$ cat config.mk
export PLATFORM = sky130hd
export DESIGN_NAME = gray_sweep_ctrl
export DESIGN_NICKNAME = d
export VERILOG_FILES = /design/src/rtl/gray_sweep_ctrl_pkg.sv /design/src/rtl/gray_sweep_ctrl_bin2gray_conv.sv /design/src/rtl/gray_sweep_ctrl.sv
export SDC_FILE = /design/constraint.sdc
export NUM_CORES = 1
export LEC_CHECK = 0
export ABC_CLOCK_PERIOD_IN_PS = 1400
export BUFFER_PORTS_ARGS = -buffer_cell sky130_fd_sc_hd__buf_2
export CAP_MARGIN = 20
export CORE_MARGIN = 2
export CORE_UTILIZATION = 50
export CTS_BUF_LIST = sky130_fd_sc_hd__clkbuf_8
export DETAILED_ROUTE_END_ITERATION = 8
export PLACE_DENSITY_LB_ADDON = 0.1
export SLEW_MARGIN = 10
export SYNTH_ARGS = -nofsm -noshare
export SYNTH_HDL_FRONTEND = slang
export SYNTH_SLANG_ARGS = --single-unit
$ cat constraint.sdc
create_clock -name clk -period 1.4 [get_ports clk]
set_input_delay 0.28 -clock clk [delete_from_list [all_inputs] [get_ports clk]]
set_output_delay 0.28 -clock clk [all_outputs]
set_load 0.05 [all_outputs]
$ cat src/rtl/gray_sweep_ctrl_pkg.sv
`default_nettype none
// ============================================================================
//  Module      : gray_sweep_ctrl_pkg
//  Description : Shared constants and helpers for the Gray sweep sequencer.
//  Revision    : 1.0 - initial release
// ============================================================================
package gray_sweep_ctrl_pkg;

    // Sequencer state encoding
    localparam logic [1:0] ST_IDLE  = 2'd0;
    localparam logic [1:0] ST_EMIT  = 2'd1;
    localparam logic [1:0] ST_DWELL = 2'd2;
    localparam logic [1:0] ST_FIN   = 2'd3;

    localparam int c_WIDTH_MIN = 2;
    localparam int c_WIDTH_MAX = 8;

    // True when a code width is supported by the sequencer
    function automatic bit width_ok(input int w);
        return (w >= c_WIDTH_MIN) && (w <= c_WIDTH_MAX);
    endfunction

endpackage
`default_nettype wire

$ cat src/rtl/gray_sweep_ctrl_bin2gray_conv.sv
`default_nettype none
// ============================================================================
//  Module      : bin2gray_conv
//  Description : Combinational binary-to-Gray converter.
//  Revision    : 1.0 - initial release
// ============================================================================
module bin2gray_conv #(
    parameter int WIDTH = 3
) (
    input  logic [WIDTH-1:0] bin_i,
    output logic [WIDTH-1:0] gray_o
);

    assign gray_o = bin_i ^ (bin_i >> 1);

endmodule
`default_nettype wire

$ cat src/rtl/gray_sweep_ctrl.sv
`default_nettype none
// ============================================================================
//  Module      : gray_sweep_ctrl
//  Description : Steps a binary code through an inclusive, wrapping range and
//                presents each code with its Gray equivalent over valid/ready,
//                inserting a fixed dwell gap after every accepted code.
//  Revision    : 1.0 - initial release
// ============================================================================
module gray_sweep_ctrl
    import gray_sweep_ctrl_pkg::*;
#(
    parameter int WIDTH = 3,
    parameter int DWELL = 2
) (
    input  logic             clk,
    input  logic             rst,
    input  logic             start_i,
    input  logic [WIDTH-1:0] first_i,
    input  logic [WIDTH-1:0] last_i,
    input  logic             stop_i,
    input  logic             out_ready_i,
    output logic             out_valid_o,
    output logic [WIDTH-1:0] bin_out_o,
    output logic [WIDTH-1:0] gray_out_o,
    output logic [WIDTH:0]   count_o,
    output logic             busy_o,
    output logic             done_o,
    output logic             aborted_o
);

    generate
        if (!width_ok(WIDTH)) begin : g_bad_width
            $error("gray_sweep_ctrl: WIDTH out of range 2..8");
        end
        if ((DWELL < 0) || (DWELL > 255)) begin : g_bad_dwell
            $error("gray_sweep_ctrl: DWELL out of range 0..255");
        end
    endgenerate

    // Dwell counter counts down from DWELL-1 to 0, giving exactly DWELL idle cycles
    localparam logic [7:0]       c_DWELL_LOAD = 8'((DWELL > 0) ? DWELL - 1 : 0);
    localparam logic [WIDTH-1:0] c_BIN_ONE    = WIDTH'(1);
    localparam logic [WIDTH:0]   c_CNT_ONE    = (WIDTH+1)'(1);

    logic [1:0]       state_q,   state_d;
    logic [WIDTH-1:0] bin_q,     bin_d;
    logic [WIDTH-1:0] gray_q,    gray_d;
    logic [WIDTH-1:0] last_q,    last_d;
    logic [WIDTH:0]   count_q,   count_d;
    logic [7:0]       dwell_q,   dwell_d;
    logic             aborted_q, aborted_d;

    logic w_hs;
    logic w_final;

    assign w_hs    = (state_q == ST_EMIT) && out_ready_i;
    assign w_final = (bin_q == last_q);

    // Gray is computed from the next binary value so both registers load together
    bin2gray_conv #(
        .WIDTH (WIDTH)
    ) u_bin2gray (
        .bin_i  (bin_d),
        .gray_o (gray_d)
    );

    // State register
    always_ff @(posedge clk) begin
        if (rst) begin
            state_q <= ST_IDLE;
        end else begin
            state_q <= state_d;
        end
    end

    // Next-state logic; stop wins over any same-cycle handshake
    always_comb begin
        state_d = state_q;
        case (state_q)
            ST_IDLE: begin
                if (start_i) state_d = ST_EMIT;
            end
            ST_EMIT: begin
                if (stop_i) begin
                    state_d = ST_IDLE;
                end else if (w_hs) begin
                    if (w_final)        state_d = ST_FIN;
                    else if (DWELL > 0) state_d = ST_DWELL;
                    else                state_d = ST_EMIT;
                end
            end
            ST_DWELL: begin
                if (stop_i)              state_d = ST_IDLE;
                else if (dwell_q == '0)  state_d = ST_EMIT;
            end
            ST_FIN: begin
                state_d = ST_IDLE;
            end
            default: state_d = ST_IDLE;
        endcase
    end

    // State-decoded outputs; a stop in FIN suppresses that sweep's done
    always_comb begin
        out_valid_o = (state_q == ST_EMIT);
        busy_o      = (state_q != ST_IDLE);
        done_o      = (state_q == ST_FIN) && !stop_i;
    end

    // Datapath next values: code, latched range end, accepted count, dwell timer
    always_comb begin
        bin_d     = bin_q;
        last_d    = last_q;
        count_d   = count_q;
        dwell_d   = dwell_q;
        aborted_d = stop_i && (state_q != ST_IDLE);
        case (state_q)
            ST_IDLE: begin
                if (start_i) begin
                    bin_d   = first_i;
                    last_d  = last_i;
                    count_d = '0;
                end
            end
            ST_EMIT: begin
                if (w_hs) begin
                    count_d = count_q + c_CNT_ONE;
                    if (!stop_i && !w_final) begin
                        bin_d   = bin_q + c_BIN_ONE;
                        dwell_d = c_DWELL_LOAD;
                    end
                end
            end
            ST_DWELL: begin
                if (dwell_q != '0) dwell_d = dwell_q - 8'd1;
            end
            default: ;
        endcase
    end

    // Datapath registers
    always_ff @(posedge clk) begin
        if (rst) begin
            bin_q     <= '0;
            gray_q    <= '0;
            last_q    <= '0;
            count_q   <= '0;
            dwell_q   <= '0;
            aborted_q <= 1'b0;
        end else begin
            bin_q     <= bin_d;
            gray_q    <= gray_d;
            last_q    <= last_d;
            count_q   <= count_d;
            dwell_q   <= dwell_d;
            aborted_q <= aborted_d;
        end
    end

    assign bin_out_o  = bin_q;
    assign gray_out_o = gray_q;
    assign count_o    = count_q;
    assign aborted_o  = aborted_q;

endmodule
`default_nettype wire
==> qor.json, run 1 <==
{
  "status": {"value": "finished with violations"},
  "violations": {"value": "setup timing"},
  "synthesis.yosys.warnings": {"value": 0},
  "r2r_setup_slack": {"value": -0.32, "unit": "ns"},
  "library_cell_occupying_the_most_area_in_the_post_synthesis_netlist": {"value": "sky130_fd_sc_hd__dfxtp_1"},
  "synth-compound-area-share": {"value": 13.0, "unit": "%"},
  "clkSlewWorstSetupHoldPaths": {"value": 0.08, "unit": "ns"},
  "insertedDiodeCount": {"value": 0},
  "rsz0062_at_grt": {"value": "yes"},
  "synth_nets": {"value": 153},
  "finalSetupViolCount": {"value": 17},
  "layout.nets": {"value": 217},
  "crit_path_max_incr_delay": {"value": 0.38, "unit": "ns"},
  "synth-edff-count": {"value": 0},
  "worstPathRequired": {"value": 1.56, "unit": "ns"},
  "antenna_found_initial": {"value": 0},
  "post-layout-total-power": {"value": 1.83, "unit": "mW"},
  "combined_global_route_utilization_of_all_metal_layers": {"value": 24.2, "unit": "%"},
  "timing.final.crit_share": {"value": 123, "unit": "%"},
  "fp.coreArea": {"value": 2230, "unit": "sq um"},
  "grt_start_max_net_pins": {"value": 17},
  "final-hold-violation-count": {"value": 0},
  "setup.worst_path.end_class": {"value": "register"},
  "arithmetic_cell_share_of_the_synthesized_area_counting_full_adders_half_adders_and_majority_gates": {"value": 4.18, "unit": "%"},
  "fin_clk_skew": {"value": 0.00589, "unit": "ns"},
  "post_drt_via_cell_ratio": {"value": 5.30},
  "cts_max_path_buffers": {"value": 2},
  "worst-slew-pin-transition": {"value": 0.296, "unit": "ns"},
  "clock_latency": {"value": 0.27, "unit": "ns"},
  "grt_first_pass_wirelength": {"value": 4850, "unit": "microns"},
  "dp.final_hpwl": {"value": 2130, "unit": "microns"},
  "io_pins": {"value": 25},
  "routed_wl": {"value": 3360, "unit": "microns"},
  "setup_slack": {"value": -0.316, "unit": "ns"},
  "cts_buffers": {"value": 3},
  "timing.setup.tns": {"value": -2.86, "unit": "ns"},
  "die_x": {"value": 52.9, "unit": "microns"},
  "antenna_left": {"value": 0},
  "drcViolationCount": {"value": 0},
  "achievable-frequency": {"value": 583, "unit": "MHz"},
  "power_density": {"value": 987, "unit": "nW/um^2"},
  "initial_utilization": {"value": 53.6, "unit": "%"},
  "final.hold.worst_slack": {"value": 0.245, "unit": "ns"},
  "worst-path-max-fanout": {"value": 5},
  "final-max-slew-violation-count": {"value": 0},
  "die-area": {"value": 2800, "unit": "sq um"},
  "synth_common_cells": {"value": "25 x sky130_fd_sc_hd__nor2_1, 23 x sky130_fd_sc_hd__dfxtp_1, 13 x sky130_fd_sc_hd__xor2_1"},
  "finalCriticalPeriod": {"value": 1.72, "unit": "ns"},
  "post_cts_hold_buffer_count": {"value": 0},
  "irDropWorstVdd": {"value": 0.000975, "unit": "V"},
  "gp_congestion": {"value": 0.860},
  "yosysTopAreaCellShare": {"value": 38.5, "unit": "%"},
  "critical-path-slowest-cell": {"value": "sky130_fd_sc_hd__o31a_1"},
  "cts_tree": {"value": "done"},
  "post_synth_xor_area_fraction": {"value": 9.51, "unit": "%"},
  "htree_levels": {"value": 1},
  "crit_type": {"value": "register to register"},
  "syn-cell-area": {"value": 1200, "unit": "sq um"},
  "seq_area_frac_synth": {"value": 38.5, "unit": "%"},
  "wirelength_met1": {"value": 1550, "unit": "microns"},
  "max-cap-violations": {"value": 0},
  "static-leakage-power": {"value": 0.849, "unit": "nW"},
  "portBuffers": {"value": 24},
  "worst_setup_path_start_kind": {"value": "register"},
  "placementRows": {"value": 17},
  "place_inst": {"value": 215},
  "vias_in_the_first_global_route": {"value": 1100},
  "post-route-cell-area": {"value": 1860, "unit": "sq um"},
  "synth_simple_gate_area_share": {"value": 26.2, "unit": "%"},
  "number_of_instances_in_the_synthesized_netlist": {"value": 138},
  "via_count": {"value": 1214},
  "final_cells": {"value": 229},
  "max-slew-margin-rel": {"value": 80.2, "unit": "%"},
  "worst-endpoint-arrival": {"value": 1.87, "unit": "ns"},
  "tightest_hold_check_type": {"value": "primary input to register"},
  "timing.critical_path.buf_inv": {"value": 0},
  "syn-mean-instance-area": {"value": 8.68, "unit": "sq um"},
  "path_cells": {"value": "xor2_2, o31a_1, and4bb_1, o21ai_4, xor2_1, nor2_1"},
  "die_height": {"value": 52.9, "unit": "microns"},
  "post_synth_main_area_contributors": {"value": "sky130_fd_sc_hd__dfxtp_1 38%, sky130_fd_sc_hd__xor2_1 9.5%, sky130_fd_sc_hd__nor2_1 7.8%"},
  "final_layout_size_suffix_gt1_share": {"value": 51.7, "unit": "%"},
  "yosys-mux-area-fraction": {"value": 3.34, "unit": "%"},
  "wl_met2": {"value": 1540, "unit": "microns"},
  "overflow": {"value": 0},
  "drt_iter0_drc": {"value": 20},
  "dr_wl_met3": {"value": 157, "unit": "microns"},
  "ys_seq_elements": {"value": 23},
  "clock_sinks": {"value": 23},
  "layout-area-overhead-vs-synth": {"value": 55.3, "unit": "%"},
  "top_count_cell_post_synth": {"value": "sky130_fd_sc_hd__nor2_1"},
  "timing.critical_path.max_delay_family": {"value": "compound AO/OA/AOI/OAI gates"},
  "async_reset_ff_share": {"value": 0, "unit": "%"},
  "drt-wirelength-per-cell": {"value": 14.7, "unit": "microns"},
  "detail_route.first_pass.iterations": {"value": 5},
  "netlist-cell-type-count": {"value": 42},
  "dr.max_layer_used": {"value": "met4"},
  "cts.root.buffer_cell": {"value": "sky130_fd_sc_hd__clkbuf_8"},
  "detailed_place.area": {"value": 1590, "unit": "sq um"},
  "synth_ff_type": {"value": "sky130_fd_sc_hd__dfxtp_1"},
  "synth_top_family_by_area": {"value": "simple AND/OR/NAND/NOR gates"}
}
[kinds of logic after synthesis]
group / after synthesis
simple gates: 59
flops: 23
compound gates: 22
xor+xnor: 13
buf+inv: 13
mux: 4
fa+ha+maj: 4
[layout by cell type (no fill, tap or decap), types with 2 or more instances in the layout]
cell type,synthesis,final
sky130_fd_sc_hd__o31a_1,2,2
sky130_fd_sc_hd__xor2_1,13,10
sky130_fd_sc_hd__nor2_1,25,22
sky130_fd_sc_hd__nor2_4,0,2
sky130_fd_sc_hd__clkbuf_8,0,3
sky130_fd_sc_hd__inv_1,5,5
sky130_fd_sc_hd__buf_4,2,37
sky130_fd_sc_hd__nand2b_1,3,3
sky130_fd_sc_hd__dfxtp_1,23,11
sky130_fd_sc_hd__nand4b_1,2,2
sky130_fd_sc_hd__a211oi_1,2,2
sky130_fd_sc_hd__nor3_1,3,3
sky130_fd_sc_hd__ha_1,4,4
sky130_fd_sc_hd__buf_2,0,21
sky130_fd_sc_hd__mux2i_1,4,4
sky130_fd_sc_hd__a21oi_1,4,4
sky130_fd_sc_hd__xor2_2,0,3
sky130_fd_sc_hd__nand2_1,4,3
sky130_fd_sc_hd__and3_1,3,2
sky130_fd_sc_hd__nor2_2,1,2
sky130_fd_sc_hd__nand3_2,0,2
sky130_fd_sc_hd__buf_6,1,6
sky130_fd_sc_hd__nor2b_1,7,7
sky130_fd_sc_hd__dfxtp_4,0,4
sky130_fd_sc_hd__o21ai_0,2,2
sky130_fd_sc_hd__dfxtp_2,0,8
[worst min-delay path, cell delays in order]
cell,delay [ns]
sky130_fd_sc_hd__buf_2,0.07
sky130_fd_sc_hd__mux2i_1,0.05
sky130_fd_sc_hd__nor2_1,0.07
[registers in the layout (all words and copies together) (netlist names)]
| signal | cells |
|---|---|
| dwell_q | 8 |
| count_o | 4 |
| bin_out_o | 3 |
| last_q | 3 |
| gray_out_o | 2 |
| state_q | 2 |
| aborted_o | 1 |
[metrics by stage]
| step | util [%] | setup slack [ns] |
|---|---|---|
| 6_report | 83.2 | -0.316 |
| 5_1_grt | 83.2 | -0.352 |
| 4_1_cts | 77.0 | -0.241 |
| 3_5_place_dp | 71.2 | -0.235 |
| 3_3_place_gp | 71.2 | -0.186 |
| 2_1_floorplan | - | -0.249 |
[metal layers]
metal / vias up / track usage [%]
met2: 38 / 40.2
met4: 0 / 10.3
met3: 12 / 4.24
met5: - / 0
li1: 602 / -
met1: 562 / 30.8
[timing repair]
action / 4_1_cts / 5_1_grt
gates resized for setup: 22 / 15
pin swaps: 9 / 11
setup buffers: 0 / 10
setup endpoints to repair: 21 / 23
[power by group]
group	switching (mW)	internal, mW
logic	0.360	0.310
clock network	0.223	0.199
registers	0.0383	0.703
[area by class of cell]
| cell class | instances | area [sq um] |
|---|---|---|
| Clock inverter | 1 | 5.00 |
| Tap cell | 28 | 35.0 |
| Fill cell | 135 | 374 |
| Sequential cell | 23 | 485 |
| Timing Repair Buffer | 65 | 465 |
| Clock buffer | 3 | 41.3 |
| Multi-Input combinational cell | 102 | 796 |
| Inverter | 7 | 31.3 |
[worst paths after layout]
kind              startpoint       endpoint  cells past startpoint
setup / recovery   last_q[2]  gray_out_o[1]                      6
setup reg to reg   last_q[2]  gray_out_o[1]                      6
hold reg to reg   count_o[1]     count_o[1]                      2
hold / removal     last_i[1]      last_q[1]                      3
(Power assumes the default switching activity.)
==> inputs of run 2 (changes only) <==
--- a/config.mk
+++ b/config.mk
@@ -12,7 +12,7 @@
 export CORE_UTILIZATION = 50
 export CTS_BUF_LIST = sky130_fd_sc_hd__clkbuf_8
 export DETAILED_ROUTE_END_ITERATION = 8
-export PLACE_DENSITY_LB_ADDON = 0.1
+export PLACE_DENSITY = 0.76
 export SLEW_MARGIN = 10
 export SYNTH_ARGS = -nofsm -noshare
 export SYNTH_HDL_FRONTEND = slang
==> run 2 against run 1 <==
  * The run still ends with setup timing left
  * Register-to-register slack improved by 0.05 ns
  * Via count increased by 0.33%
  * Clock skew decreased by 0.0047 ns
  * First-iteration DRC count unchanged
  * Sequential power about the same
  * Sequential share of layout area increased by 1.3 points
  * Clock-buffer cell count unchanged
  * Total power decreased by 4.6%
  * Combinational power decreased by 11%
  * Non-clock buffer count decreased by 4
  * Hold slack improved by 0.0046 ns
  * Critical path type unchanged
==> qor.json, run 2 (synthesized netlist as in run 1, its figures left out) <==
{
  "status": {"value": "finished with violations"},
  "violations": {"value": "setup timing"},
  "setup.worst_path.end_class": {"value": "register"},
  "cellInternalPower": {"value": 1.17, "unit": "mW", "change": "-3.3%"},
  "worstRegToRegCells": {"value": 6, "change": "unchanged"},
  "worst-path-max-fanout": {"value": 5, "change": "unchanged"},
  "finalSetupViolCount": {"value": 14, "change": "-3"},
  "post_drt_via_cell_ratio": {"value": 5.41, "change": "+2.1%"},
  "post-layout-total-power": {"value": 1.75, "unit": "mW", "change": "-4.6%"},
  "irDropWorstVdd": {"value": 0.000951, "unit": "V", "change": "-2.4%"},
  "max-cap-violations": {"value": 0, "change": "unchanged"},
  "placementRows": {"value": 17, "change": "unchanged"},
  "dp.final_hpwl": {"value": 2390, "unit": "microns", "change": "+12%"},
  "drcViolationCount": {"value": 0, "change": "unchanged"},
  "antenna_left": {"value": 0, "change": "unchanged"},
  "achievable-frequency": {"value": 601, "unit": "MHz", "change": "+3.2%"},
  "power_density": {"value": 984, "unit": "nW/um^2", "change": "-0.25%"},
  "grt_first_pass_wirelength": {"value": 5270, "unit": "microns", "change": "+8.7%"},
  "htree_levels": {"value": 1, "change": "unchanged"},
  "worst_setup_path_start_kind": {"value": "register"},
  "max-slew-margin-rel": {"value": 84.0, "unit": "%", "change": "+3.8 points"},
  "layout_common_cells": {"value": "34 x sky130_fd_sc_hd__buf_4, 25 x sky130_fd_sc_hd__nor2_1, 21 x sky130_fd_sc_hd__buf_2"},
  "die-area": {"value": 2800, "unit": "sq um", "change": "unchanged"},
  "layout.nets": {"value": 213, "change": "-1.8%"},
  "final.hold.worst_slack": {"value": 0.250, "unit": "ns", "change": "+0.00457 ns"},
  "finalCriticalPeriod": {"value": 1.66, "unit": "ns", "change": "-0.0525 ns"},
  "routed_wl": {"value": 3190, "unit": "microns", "change": "-5.2%"},
  "setup_slack": {"value": -0.263, "unit": "ns", "change": "+0.0525 ns"},
  "worst-slew-pin-transition": {"value": 0.239, "unit": "ns", "change": "-0.0567 ns"},
  "overflow": {"value": 0, "change": "unchanged"},
  "seq_power_share": {"value": 42.4, "unit": "%", "change": "+2.0 points"},
  "largest_register_ffs": {"value": 8, "change": "unchanged"},
  "layout-area-overhead-vs-synth": {"value": 48.5, "unit": "%"},
  "antenna_found_initial": {"value": 0, "change": "unchanged"},
  "share_comb_of_total_power": {"value": 34.3, "unit": "%", "change": "-2.3 points"},
  "clock_latency": {"value": 0.26, "unit": "ns", "change": "about the same"},
  "cts_tree": {"value": "done"},
  "r2r_start": {"value": "bin_out_o[2]"},
  "static-leakage-power": {"value": 0.812, "unit": "nW", "change": "-4.4%"},
  "crit_type": {"value": "register to register"},
  "clock_sinks": {"value": 23, "change": "unchanged"},
  "drt-wirelength-per-cell": {"value": 14.2, "unit": "microns", "change": "-3.6%"},
  "initial_utilization": {"value": 53.6, "unit": "%", "change": "unchanged"},
  "largest_reg_by_ff_count": {"value": "dwell_q"},
  "fp.coreArea": {"value": 2230, "unit": "sq um", "change": "unchanged"},
  "gp_congestion": {"value": 0.899, "change": "+4.6%"},
  "final-max-slew-violation-count": {"value": 0, "change": "unchanged"},
  "critical_path.startpoint": {"value": "bin_out_o[2]"},
  "timing.final.crit_share": {"value": 119, "unit": "%", "change": "-3.7 points"},
  "fill_cells": {"value": 162, "change": "+20%"},
  "die_x": {"value": 52.9, "unit": "microns", "change": "unchanged"},
  "tightest_hold_check_type": {"value": "primary input to register"},
  "post_cts_hold_buffer_count": {"value": 0, "change": "unchanged"},
  "vias_in_the_first_global_route": {"value": 1274, "change": "+16%"},
  "p_sw": {"value": 577, "unit": "uW", "change": "-7.2%"},
  "cts_buffers": {"value": 3, "change": "unchanged"},
  "cts_max_path_buffers": {"value": 2, "change": "unchanged"},
  "power.share.switching": {"value": 33.0, "unit": "%", "change": "-0.94 points"},
  "portBuffers": {"value": 24, "change": "unchanged"},
  "setup.worst_path.end": {"value": "gray_out_o[0]"},
  "cts.root.buffer_cell": {"value": "sky130_fd_sc_hd__clkbuf_8"},
  "worst-endpoint-arrival": {"value": 1.82, "unit": "ns", "change": "-0.05 ns"},
  "worstPathRequired": {"value": 1.56, "unit": "ns", "change": "about the same"},
  "layout_commonest_cell": {"value": "sky130_fd_sc_hd__buf_4"},
  "die_height": {"value": 52.9, "unit": "microns", "change": "unchanged"},
  "clock_power_share": {"value": 23.3, "unit": "%", "change": "+0.3 points"},
  "grt_start_max_net_pins": {"value": 17, "change": "unchanged"},
  "via_count": {"value": 1218, "change": "+0.33%"},
  "combined_global_route_utilization_of_all_metal_layers": {"value": 25.9, "unit": "%", "change": "+1.6 points"},
  "io_pins": {"value": 25, "change": "unchanged"},
  "clkSlewWorstSetupHoldPaths": {"value": 0.08, "unit": "ns", "change": "about the same"},
  "finalCoreUtilization": {"value": 79.6, "unit": "%", "change": "-3.6 points"},
  "final_layout_size_suffix_gt1_share": {"value": 46.7, "unit": "%", "change": "-5.0 points"},
  "rr_endpoint": {"value": "gray_out_o[0]"},
  "rsz0062_at_grt": {"value": "yes"},
  "final-hold-violation-count": {"value": 0, "change": "unchanged"},
  "r2r_setup_slack": {"value": -0.26, "unit": "ns", "change": "+0.05 ns"},
  "fin_clk_skew": {"value": 0.00117, "unit": "ns", "change": "-0.00471 ns"},
  "insertedDiodeCount": {"value": 0, "change": "unchanged"},
  "detail_route.first_pass.iterations": {"value": 4, "change": "-1"},
  "drt_iter0_drc": {"value": 20, "change": "unchanged"}
}
## run 2: cell types whose count changed in the layout (fill, tap and decap cells not counted), sizes merged
| cell | delta |
|---|---|
| buf | -4 |
| clkinv | +1 |
| inv | -1 |
## run 2: area by class of cell
cell class	count	area [sq um]	area share (%)
tap	28	35.0	1.97
clock inverter	1	5.00	0.281
clock buffer	3	41.3	2.32
timing repair buffer	61	432	24.3
inverter	7	33.8	1.90
multi-input combinational	102	744	41.9
sequential	23	487	27.4
## run 2: metrics by stage
step | setup slack, ns | area (sq um) | TNS (ns) | std cells
global placement | -0.242 | 1620 | -1.99 | 219
finish | -0.263 | 1780 | -2.25 | 225
detailed placement | -0.316 | 1620 | -2.81 | 219
CTS | -0.245 | 1750 | -2.28 | 225
floorplan | -0.249 | 1240 | -2.17 | 138
global route | -0.372 | 1780 | -3.65 | 225
## run 2: metal layers
layer	up-vias	track usage, %	wire length, microns
met5	-	0	0
met4	0	12.0	78
met3	11	4.52	121
met2	37	51.0	1720
met1	580	25.5	1270
li1	590	-	-
## run 2: what timing repair did
action	4_1_cts	5_1_grt
gates resized for setup	17	12
buffers inserted	2	0
pin swaps	3	4
endpoints found under the setup margin	22	21
endpoints found under the hold margin	0	0
## run 2: how the worst min path moves through the flow
stage                from          to  slack [ns]  cells past startpoint
6_report        last_i[0]   last_q[0]        0.25                      3
2_1_floorplan      stop_i  state_q[1]        0.35                      1
3_5_place_dp   count_o[1]  count_o[1]        0.49                      2
4_1_cts         last_i[0]   last_q[0]        0.25                      3
5_1_grt         last_i[0]   last_q[0]        0.24                      3
3_3_place_gp   dwell_q[7]  dwell_q[7]        0.49                      2
## run 2: critical path, stage by stage (launching register included)
cell and delay [ns]:
sky130_fd_sc_hd__dfxtp_4 0.36, sky130_fd_sc_hd__xor2_2 0.17, sky130_fd_sc_hd__o31a_1 0.37, sky130_fd_sc_hd__and4bb_1 0.23, sky130_fd_sc_hd__o21ai_2 0.19, sky130_fd_sc_hd__xor2_1 0.18
sky130_fd_sc_hd__nor2_1 0.05
## run 2: power by group through the flow
stage / clock (mW) / combinational [mW] / sequential (mW)
floorplan: 0 / 0.265 / 0.823
global placement: 0 / 0.522 / 0.747
detailed placement: 0 / 0.541 / 0.750
CTS: 0.418 / 0.584 / 0.740
global route: 0.441 / 0.645 / 0.746
finish: 0.408 / 0.600 / 0.741
